File: config.mk
export PLATFORM = sky130hd
export DESIGN_NAME = t05_spi_rx_packer
export DESIGN_NICKNAME = d
export VERILOG_FILES = /design/src/rtl/t05_spi_rx_packer.sv
export SDC_FILE = /design/constraint.sdc
export NUM_CORES = 1
export LEC_CHECK = 0
export BUFFER_PORTS_ARGS = -buffer_cell sky130_fd_sc_hd__clkbuf_2
export CAP_MARGIN = 15
export CELL_PAD_IN_SITES_DETAIL_PLACEMENT = 0
export CELL_PAD_IN_SITES_GLOBAL_PLACEMENT = 2
export CORE_MARGIN = 2
export CORE_UTILIZATION = 47
export CTS_BUF_LIST = sky130_fd_sc_hd__clkbuf_4 sky130_fd_sc_hd__clkbuf_8 sky130_fd_sc_hd__clkbuf_16
export DETAILED_ROUTE_END_ITERATION = 8
export GPL_ROUTABILITY_DRIVEN = 0
export PLACE_DENSITY_LB_ADDON = 0.1
export SYNTH_ARGS = -nofsm -noshare
export SYNTH_HDL_FRONTEND = slang
export SYNTH_SLANG_ARGS = --single-unit
File: constraint.sdc
create_clock -name clk -period 7.4 [get_ports clk]
set_input_delay 1.48 -clock clk [delete_from_list [all_inputs] [get_ports clk]]
set_output_delay 1.48 -clock clk [all_outputs]
set_load 0.005 [all_outputs]
File: src/rtl/t05_spi_rx_packer.sv
// SPI read-byte packer: groups of four bytes become little-endian 32-bit words,
// buffered in a first-word-fall-through FIFO with read_stop backpressure.
module t05_spi_rx_packer #(
  parameter int unsigned DEPTH       = 8,
  parameter int unsigned STOP_MARGIN = 2
) (
  input  logic                         clk,
  input  logic                         nrst,
  input  logic                         clear,
  input  logic [7:0]                   byte_in,
  input  logic                         byte_valid,
  input  logic                         read_done,
  output logic [31:0]                  word_out,
  output logic                         word_valid,
  input  logic                         word_ready,
  output logic                         read_stop,
  output logic [$clog2(DEPTH+1)-1:0]   level,
  output logic [1:0]                   partial_bytes,
  output logic                         overflow
);

  localparam int unsigned LW = $clog2(DEPTH + 1);
  localparam int unsigned PW = $clog2(DEPTH);

  logic [31:0]   mem [DEPTH];
  logic [31:0]   pack_q;
  logic [PW-1:0] wr_ptr;
  logic [PW-1:0] rd_ptr;

  logic [31:0]   lane_word;
  logic [31:0]   push_word;
  logic [2:0]    cnt_after;
  logic          complete;
  logic          flush;
  logic          push;
  logic          pop;
  logic          accept;

  // Packer next value, flush/completion detection and FIFO push/pop decisions.
  always_comb begin
    lane_word = pack_q;
    push_word = '0;
    cnt_after = 3'(partial_bytes) + 3'(byte_valid);
    for (int i = 0; i < 4; i++) begin
      if (byte_valid && (partial_bytes == 2'(i))) begin
        lane_word[8*i +: 8] = byte_in;
      end
    end
    // Lanes not yet filled are forced to zero so flushed words are padded.
    for (int i = 0; i < 4; i++) begin
      if (3'(i) < cnt_after) begin
        push_word[8*i +: 8] = lane_word[8*i +: 8];
      end
    end
    complete = byte_valid && (partial_bytes == 2'd3);
    flush    = read_done && (cnt_after != 3'd0);
    push     = !clear && (complete || flush);
    pop      = !clear && word_valid && word_ready;
    accept   = push && ((level < LW'(DEPTH)) || pop);
  end

  assign word_valid = (level != '0);
  assign word_out   = word_valid ? mem[rd_ptr] : '0;
  assign read_stop  = (level >= LW'(DEPTH - STOP_MARGIN));

  // Control state: packer, pointers, occupancy and sticky overflow.
  always_ff @(posedge clk or negedge nrst) begin
    if (!nrst) begin
      pack_q        <= '0;
      partial_bytes <= '0;
      wr_ptr        <= '0;
      rd_ptr        <= '0;
      level         <= '0;
      overflow      <= 1'b0;
    end else if (clear) begin
      pack_q        <= '0;
      partial_bytes <= '0;
      wr_ptr        <= '0;
      rd_ptr        <= '0;
      level         <= '0;
      overflow      <= 1'b0;
    end else begin
      if (byte_valid) begin
        pack_q <= lane_word;
      end
      if (push) begin
        partial_bytes <= '0;
      end else if (byte_valid) begin
        partial_bytes <= partial_bytes + 2'd1;
      end
      if (accept) begin
        wr_ptr <= wr_ptr + PW'(1);
      end
      if (pop) begin
        rd_ptr <= rd_ptr + PW'(1);
      end
      level <= level + LW'(accept) - LW'(pop);
      if (push && !accept) begin
        overflow <= 1'b1;
      end
    end
  end

  // Storage has no reset; word_out is masked while the FIFO is empty.
  always_ff @(posedge clk) begin
    if (accept) begin
      mem[wr_ptr] <= push_word;
    end
  end

endmodule

==> metrics.log, run 1 <==
INFO  metric synth_largest_area_cell = edfxtp_1
INFO  metric critical_path_arrival = 3130 ps
INFO  metric finalHoldViolations = 0
INFO  metric worstSetupStartpointType = register
INFO  metric pre_cts_slack = 2635 ps
INFO  metric setup_tns = 0 ps
INFO  metric cts-root-buf = clkbuf_16
INFO  metric critical_path_buf_inv_count = 2
INFO  metric timing.final.crit_share = 0.6236
INFO  metric slew-limit-headroom = 0.2785
INFO  metric yosysWarningCount = 0
INFO  metric placed_cells = 1,018
INFO  metric die_area = 27,030 um2
INFO  metric drc_errors = 0
INFO  metric finalCoreUtilization = 0.5483
INFO  metric timing.hold.worst.class = reg2reg
INFO  metric highest_fanout_seen_on_the_critical_path = 49
INFO  metric outcome = finished clean
INFO  metric timing.critical_path.slowest_cell_delay = 1100 ps
INFO  metric cellPowerDensity = 303.7 nW/um2
INFO  metric detailedRoute.firstIterationViolations = 330
INFO  metric gr-usage-all-layers = 0.1889
INFO  metric routed_wirelength = 24.35 mm
INFO  metric fin_ws = 2785 ps
INFO  metric syn2layout_area_growth = 14.50%
INFO  metric path_cells = buf_4, mux4_2, mux2i_1, nor2_1, clkbuf_2
INFO  metric ys_types = 36
INFO  metric synth_area_per_cell = 18.66 um2
INFO  metric clk_transition_reported_paths = 60 ps
INFO  metric share_of_synthesized_registers_carrying_an_async_set_or_reset = 0.1495
INFO  metric post-cts-setup-buffers = 0
INFO  metric global_route_wire_length_before_repair = 37.76 mm
INFO  metric number_of_cts_inserted_buffers = 30
INFO  metric synth.yosys.seq_area_share = 0.7288
INFO  metric multi_input_area = 3110 um2
INFO  metric insertion_delay = 560 ps
INFO  metric netlist.area_leader.share = 0.6357
INFO  metric clock-skew-final = 22.43 ps
INFO  metric placed_area = 12,770 um2
INFO  metric synthesis.nets = 679
INFO  metric maxCapViolations = 0
INFO  metric worst-setup-path-type = reg2out
INFO  metric dr_total_vias = 5,896
INFO  metric clock-sinks = 301
INFO  metric cell_with_the_largest_stage_delay_on_the_worst_path = dfrtp_4
INFO  metric timing.critical_path.required = 5920 ps
INFO  metric clock_tree.buffer_depth = 3
INFO  metric critical_path.endpoint_type = output port
INFO  metric yosys_most_used_dff = edfxtp_1
INFO  metric row_cnt = 58
INFO  metric synth-edff-count = 256
INFO  metric via_per_inst = 5.485
INFO  metric htree_num_levels = 1
INFO  metric drive_gt1_frac = 0.2631
INFO  metric die-height = 164.4 um
INFO  metric grt_pass1_vias = 6,351
INFO  metric cts-resized-gates = 0
INFO  metric grt_antenna_before_repair = 0
INFO  metric syn_area = 12,090 um2
INFO  metric pin_count_of_the_biggest_net_entering_global_routing = 53
INFO  metric detail_route.first_pass.iterations = 4
INFO  metric final_cell_area = 13,850 um2
INFO  metric antenna-diode-count = 0
INFO  metric synth-seq-cells = 301
INFO  metric post_synth_inst_count = 648
INFO  metric die_w = 164.4 um
INFO  metric regArea = 8820 um2
INFO  metric floorplan.initialDensity = 0.4788
INFO  metric leftover_overflow_at_the_end_of_global_routing = 0
INFO  metric fillers = 2,032
INFO  metric rsz0062_at_grt = false
INFO  metric timing.critical_path.max_delay_family = flip-flops
INFO  metric ys_top_cells_by_area = edfxtp_1 64%, mux4_2 12%, dfrtp_1 9.3%, mux2i_1 5.3%, nor2_1 3.1%
INFO  metric finish.cell_count_without_fillers = 1,075
INFO  metric finalSetupViolCount = 0
INFO  metric tritoncts_clock_tree = yes
INFO  metric fin_nets = 753
INFO  metric cts_hold_repair.buffers = 0
INFO  metric max_clock_freq = 216.7 MHz
INFO  metric peakVddDrop = 0.2741 mV
INFO  metric core_region_area = 25,250 um2
INFO  metric leakage_power = 4.831 nW
INFO  metric worst_slew_pin_slew = 1082 ps
INFO  metric finalWorstPathRequiredPeriod = 4615 ps
INFO  metric route.detailed.wl_per_inst = 22.65 um
INFO  metric detail-route-antenna-nets = 0
INFO  metric boundaryPins = 55
INFO  metric hpwl = 14.66 mm
INFO  metric io_buffer_count = 54
INFO  metric total_count_of_max_transition_violations_in_the_final_report = 0
[logic make-up (layout without fill, tap and decap cells)]
kind of cell             count (synthesis)  count (layout)  share of synthesized area
AO/OA/AOI/OAI                           17              17                   0.008588
XOR/XNOR                                 4               4                   0.002898
adder cells (fa/ha/maj)                 17              17                    0.01821
buffers and inverters                   41             138                    0.01811
flip-flops                             301             301                     0.7288
multiplexers                           129             129                     0.1731
AND/OR/NAND/NOR                        139             139                    0.05029
[worst reg2reg max path, cell delays in order (launching register included)]
cell and delay, ps:
dfrtp_1 450, inv_1 90, ha_1 190, nor3b_4 140, buf_4 290, o21ai_1 300, nand2_1 200, nor3_2 820
buf_4 540
[metal layers]
| layer | vias to the layer above | wire, um | GRT usage |
|---|---|---|---|
| met4 | 0 | 294 | 0.03636 |
| li1 | 2668 | - | - |
| met3 | 23 | 803 | 0.02662 |
| met5 | - | 0 | 0 |
| met2 | 99 | 12180 | 0.3146 |
| met1 | 3106 | 11070 | 0.2714 |
[cell type report]
| type | count | area share |
|---|---|---|
| inverters | 12 | 0.003253 |
| repair buffers | 71 | 0.03163 |
| multi-input cells | 306 | 0.2247 |
| flip-flops and latches | 301 | 0.6370 |
| clock buffers | 32 | 0.05530 |
| clock inverters | 23 | 0.01834 |
| well taps | 330 | 0.02982 |
[path summary, 6_finish.rpt]
check                      slack, ps  cells past startpoint  startpoint            to
max                             2790                      5   rd_ptr[0]  word_out[22]
max in group asynchronous       5900                      2        nrst     rd_ptr[0]
min                              510                      2    overflow      overflow
min in group asynchronous       1030                      2        nrst    pack_q[22]
min reg2reg                      510                      2    overflow      overflow
max reg2reg                     4020                      8    level[3]    mem[1][20]
[report_power, final]
| part | total [mW] | switching, mW | internal [mW] |
|---|---|---|---|
| logic | 0.687 | 0.337 | 0.350 |
| registers | 1.98 | 0.108 | 1.87 |
| clock network | 1.54 | 0.616 | 0.923 |
| total | 4.21 | 1.06 | 3.14 |
[through the flow]
stage          hold slack [ps]  power [mW]
3_3_place_gp             501.1       2.719
5_1_grt                  560.6       4.398
3_5_place_dp             504.8       2.728
4_1_cts                  519.4       4.268
2_1_floorplan            484.7       2.497
6_report                 514.6       4.205
[cell usage after synthesis (2+ instances only)]
cell type  number
buf_2          10
mux4_2         64
nor2b_1        12
o21ai_0         2
ha_1           16
nor3_1          6
mux2i_1        64
edfxtp_1      256
xnor2_1         2
dfrtp_1        45
a21oi_1         8
xor2_1          2
nand3_1         5
nor2_1         99
clkbuf_1       11
buf_8           2
buf_1           2
a21o_1          3
buf_6           4
nand2_1         8
or3_1           2
inv_1          11
[registers in the layout, summed over array words and instances, names as in the netlist]
name           flops
wr_ptr             3
partial_bytes      2
rd_ptr             3
mem              256
pack_q            32
overflow           1
level              4
[cell usage in the layout (no fill, tap or decap), types with 3 or more instances in the layout]
cell type and instances:
clkbuf_2 54, clkinv_1 8, clkbuf_16 30, buf_4 15, inv_1 11, a21o_1 3, nand3_1 5, nor2_1 96
clkinv_2 5, nor2_4 3, nor3_2 3, a21oi_1 8, edfxtp_1 256, dfrtp_1 42, ha_1 16, nand2_1 8
mux4_2 64, nor2b_1 12, mux2i_1 64, bufinv_16 5, nor3_1 3
No activity file was read; power rests on OpenSTA's default activity.
==> inputs of run 2 (changes only) <==
- clock period: 7.4 -> 4.45 ns (I/O delays scaled with it)
==> run 2 against run 1 <==
Total power increased by 63%. Via count is 1.9% higher. Non-clock buffer count grew 4. Register-to-register slack worse by 2600 ps. Final area shrank 0.40%. Sequential power up 64%. Clock skew down 16 ps. Wire length up 0.43%. Clock-buffer cell count is 11 higher. Largest cell class unchanged.
==> metrics.log, run 2 (same netlist as run 1, synthesis figures left out) <==
INFO  metric outcome = finished clean
INFO  metric timing.critical_path.slowest_cell_delay = 780 ps
INFO  metric cts_hold_repair.buffers = 0
INFO  metric timing.hold.worst.class = in2async
INFO  metric clock-sinks = 301
INFO  metric maxCapViolations = 0
INFO  metric critical_path_arrival = 2720 ps
INFO  metric finalWorstPathRequiredPeriod = 3614 ps
INFO  metric global_route_wire_length_before_repair = 37.81 mm
INFO  metric leakage_power = 4.827 nW
INFO  metric placed_cells = 1,024
INFO  metric worst-setup-path-type = reg2out
INFO  metric row_cnt = 58
INFO  metric floorplan.initialDensity = 0.4788
INFO  metric drc_errors = 0
INFO  metric largest_reg_flops = 256
INFO  metric dr_total_vias = 6,008
INFO  metric mostFrequentLayoutCells = 256 x edfxtp_1, 96 x nor2_1, 64 x mux2i_1, 64 x mux4_2, 54 x clkbuf_2
INFO  metric placed_area = 12,850 um2
INFO  metric timing.critical_path.required = 3560 ps
INFO  metric finish.cell_count_without_fillers = 1,079
INFO  metric slew-limit-headroom = 0.3755
INFO  metric hpwl = 14.93 mm
INFO  metric worstSetupStartpointType = register
INFO  metric worstReg2RegEnd = level[2]
INFO  metric highest_fanout_seen_on_the_critical_path = 25
INFO  metric cellPowerDensity = 495.7 nW/um2
INFO  metric detailedRoute.firstIterationViolations = 432
INFO  metric total_count_of_max_transition_violations_in_the_final_report = 0
INFO  metric cts-resized-gates = 0
INFO  metric largestRegisters = mem x256, pack_q x32, level x4
INFO  metric detail-route-antenna-nets = 0
INFO  metric pin_count_of_the_biggest_net_entering_global_routing = 52
INFO  metric clock-skew-final = 6.248 ps
INFO  metric leftover_overflow_at_the_end_of_global_routing = 0
INFO  metric registers.top_by_ff_count = mem
INFO  metric insertion_delay = 540 ps
INFO  metric max_clock_freq = 276.7 MHz
INFO  metric grt_antenna_before_repair = 0
INFO  metric die_w = 164.4 um
INFO  metric fin_ws = 835.9 ps
INFO  metric timing.critical_path.max_delay_family = flip-flops
INFO  metric critical_path_buf_inv_count = 2
INFO  metric post-cts-setup-buffers = 0
INFO  metric finalHoldWorstSlack = 437.4 ps
INFO  metric die_area = 27,030 um2
INFO  metric path_cells = buf_4, mux4_2, mux2i_1, nor2_1, clkbuf_2
INFO  metric number_of_cts_inserted_buffers = 30
INFO  metric core_region_area = 25,250 um2
INFO  metric finalHoldViolations = 0
INFO  metric tritoncts_clock_tree = yes
INFO  metric clk_transition_reported_paths = 60 ps
INFO  metric syn2layout_area_growth = 14.04%
INFO  metric drive_gt1_frac = 0.2727
INFO  metric clock_tree.buffer_depth = 3
INFO  metric critical_path_depth = 5
INFO  metric rsz0062_at_grt = false
INFO  metric finalSetupViolCount = 0
INFO  metric r2r_setup_slack = 1420 ps
INFO  metric r2r_cells = 11
INFO  metric grt_pass1_vias = 6,378
INFO  metric via_per_inst = 5.568
INFO  metric cell_with_the_largest_stage_delay_on_the_worst_path = dfrtp_4
INFO  metric critical_path.endpoint_type = output port
INFO  metric worst_slew_pin_slew = 936.7 ps
INFO  metric htree_num_levels = 1
INFO  metric mostFrequentLayoutCell = edfxtp_1
INFO  metric pre_cts_slack = 887.8 ps
INFO  metric peakVddDrop = 0.4100 mV
INFO  metric detail_route.first_pass.iterations = 5
INFO  metric finalCoreUtilization = 0.5461
INFO  metric reg2reg_launch_point = partial_bytes[0]
INFO  metric fin_nets = 757
INFO  metric io_buffer_count = 54
INFO  metric die-height = 164.4 um
INFO  metric gr-usage-all-layers = 0.1894
INFO  metric final_cell_area = 13,790 um2
INFO  metric boundaryPins = 55
INFO  metric cts-root-buf = clkbuf_16
INFO  metric routed_wirelength = 24.46 mm
INFO  metric route.detailed.wl_per_inst = 22.67 um
INFO  metric timing.final.crit_share = 0.8122
run 2: cell count changes in the layout (fill, tap and decap cells not counted), moves of 2 or more:
cell | before | now
buf_16 | 2 | 0
clkinv_1 | 8 | 3
clkbuf_4 | 2 | 9
clkbuf_8 | 0 | 3
buf_4 | 15 | 20
bufinv_16 | 5 | 0
run 2: how the worst max path moves through the flow:
stage / start / to
CTS: rd_ptr[0] / word_out[29]
floorplan: byte_valid / mem[4][0]
global placement: byte_valid / level[2]
global route: rd_ptr[0] / word_out[27]
finish: rd_ptr[0] / word_out[29]
detailed placement: byte_valid / level[2]
run 2: cell type report:
type / instances / area, um2
fill: 2015 / 11460
sequential: 301 / 8820
multi-input combinational: 306 / 3128
clock buffer: 43 / 884.6
timing repair buffer: 75 / 440.4
tap: 330 / 412.9
clock inverter: 11 / 57.56
inverter: 12 / 45.04
antenna: 1 / 2.502
run 2: stage by stage:
| stage | power (mW) | setup TNS (ps) |
|---|---|---|
| after floorplan | 4.153 | -8661 |
| after global placement | 4.554 | 0 |
| after detailed placement | 4.573 | 0 |
| after CTS | 6.939 | 0 |
| after global routing | 7.145 | 0 |
| final | 6.837 | 0 |
run 2: routing by layer:
layer,part of all wire,GRT usage
met2,0.48,0.3060
met3,0.053,0.02863
met4,0.012,0.03755
met1,0.45,0.2792
met5,0,0
run 2: worst reg2reg max path, delay by kind of cell (launching register included):
kind                       cells  cell delay, ps
and+or+nand+nor                2             380
adders and majority gates      5            1430
xor gates and xnor gates       1             170
buffers and inverters          1              40
DFF                            1             510
AOI/OAI and AO/OA              2             370
run 2: report_power, final:
part / total, mW / switching [mW] / leakage [nW] / internal [mW]
Sequential: 3.25 / 0.134 / 2.88 / 3.11
Clock: 2.37 / 0.992 / 0.478 / 1.38
Combinational: 1.22 / 0.625 / 1.47 / 0.598
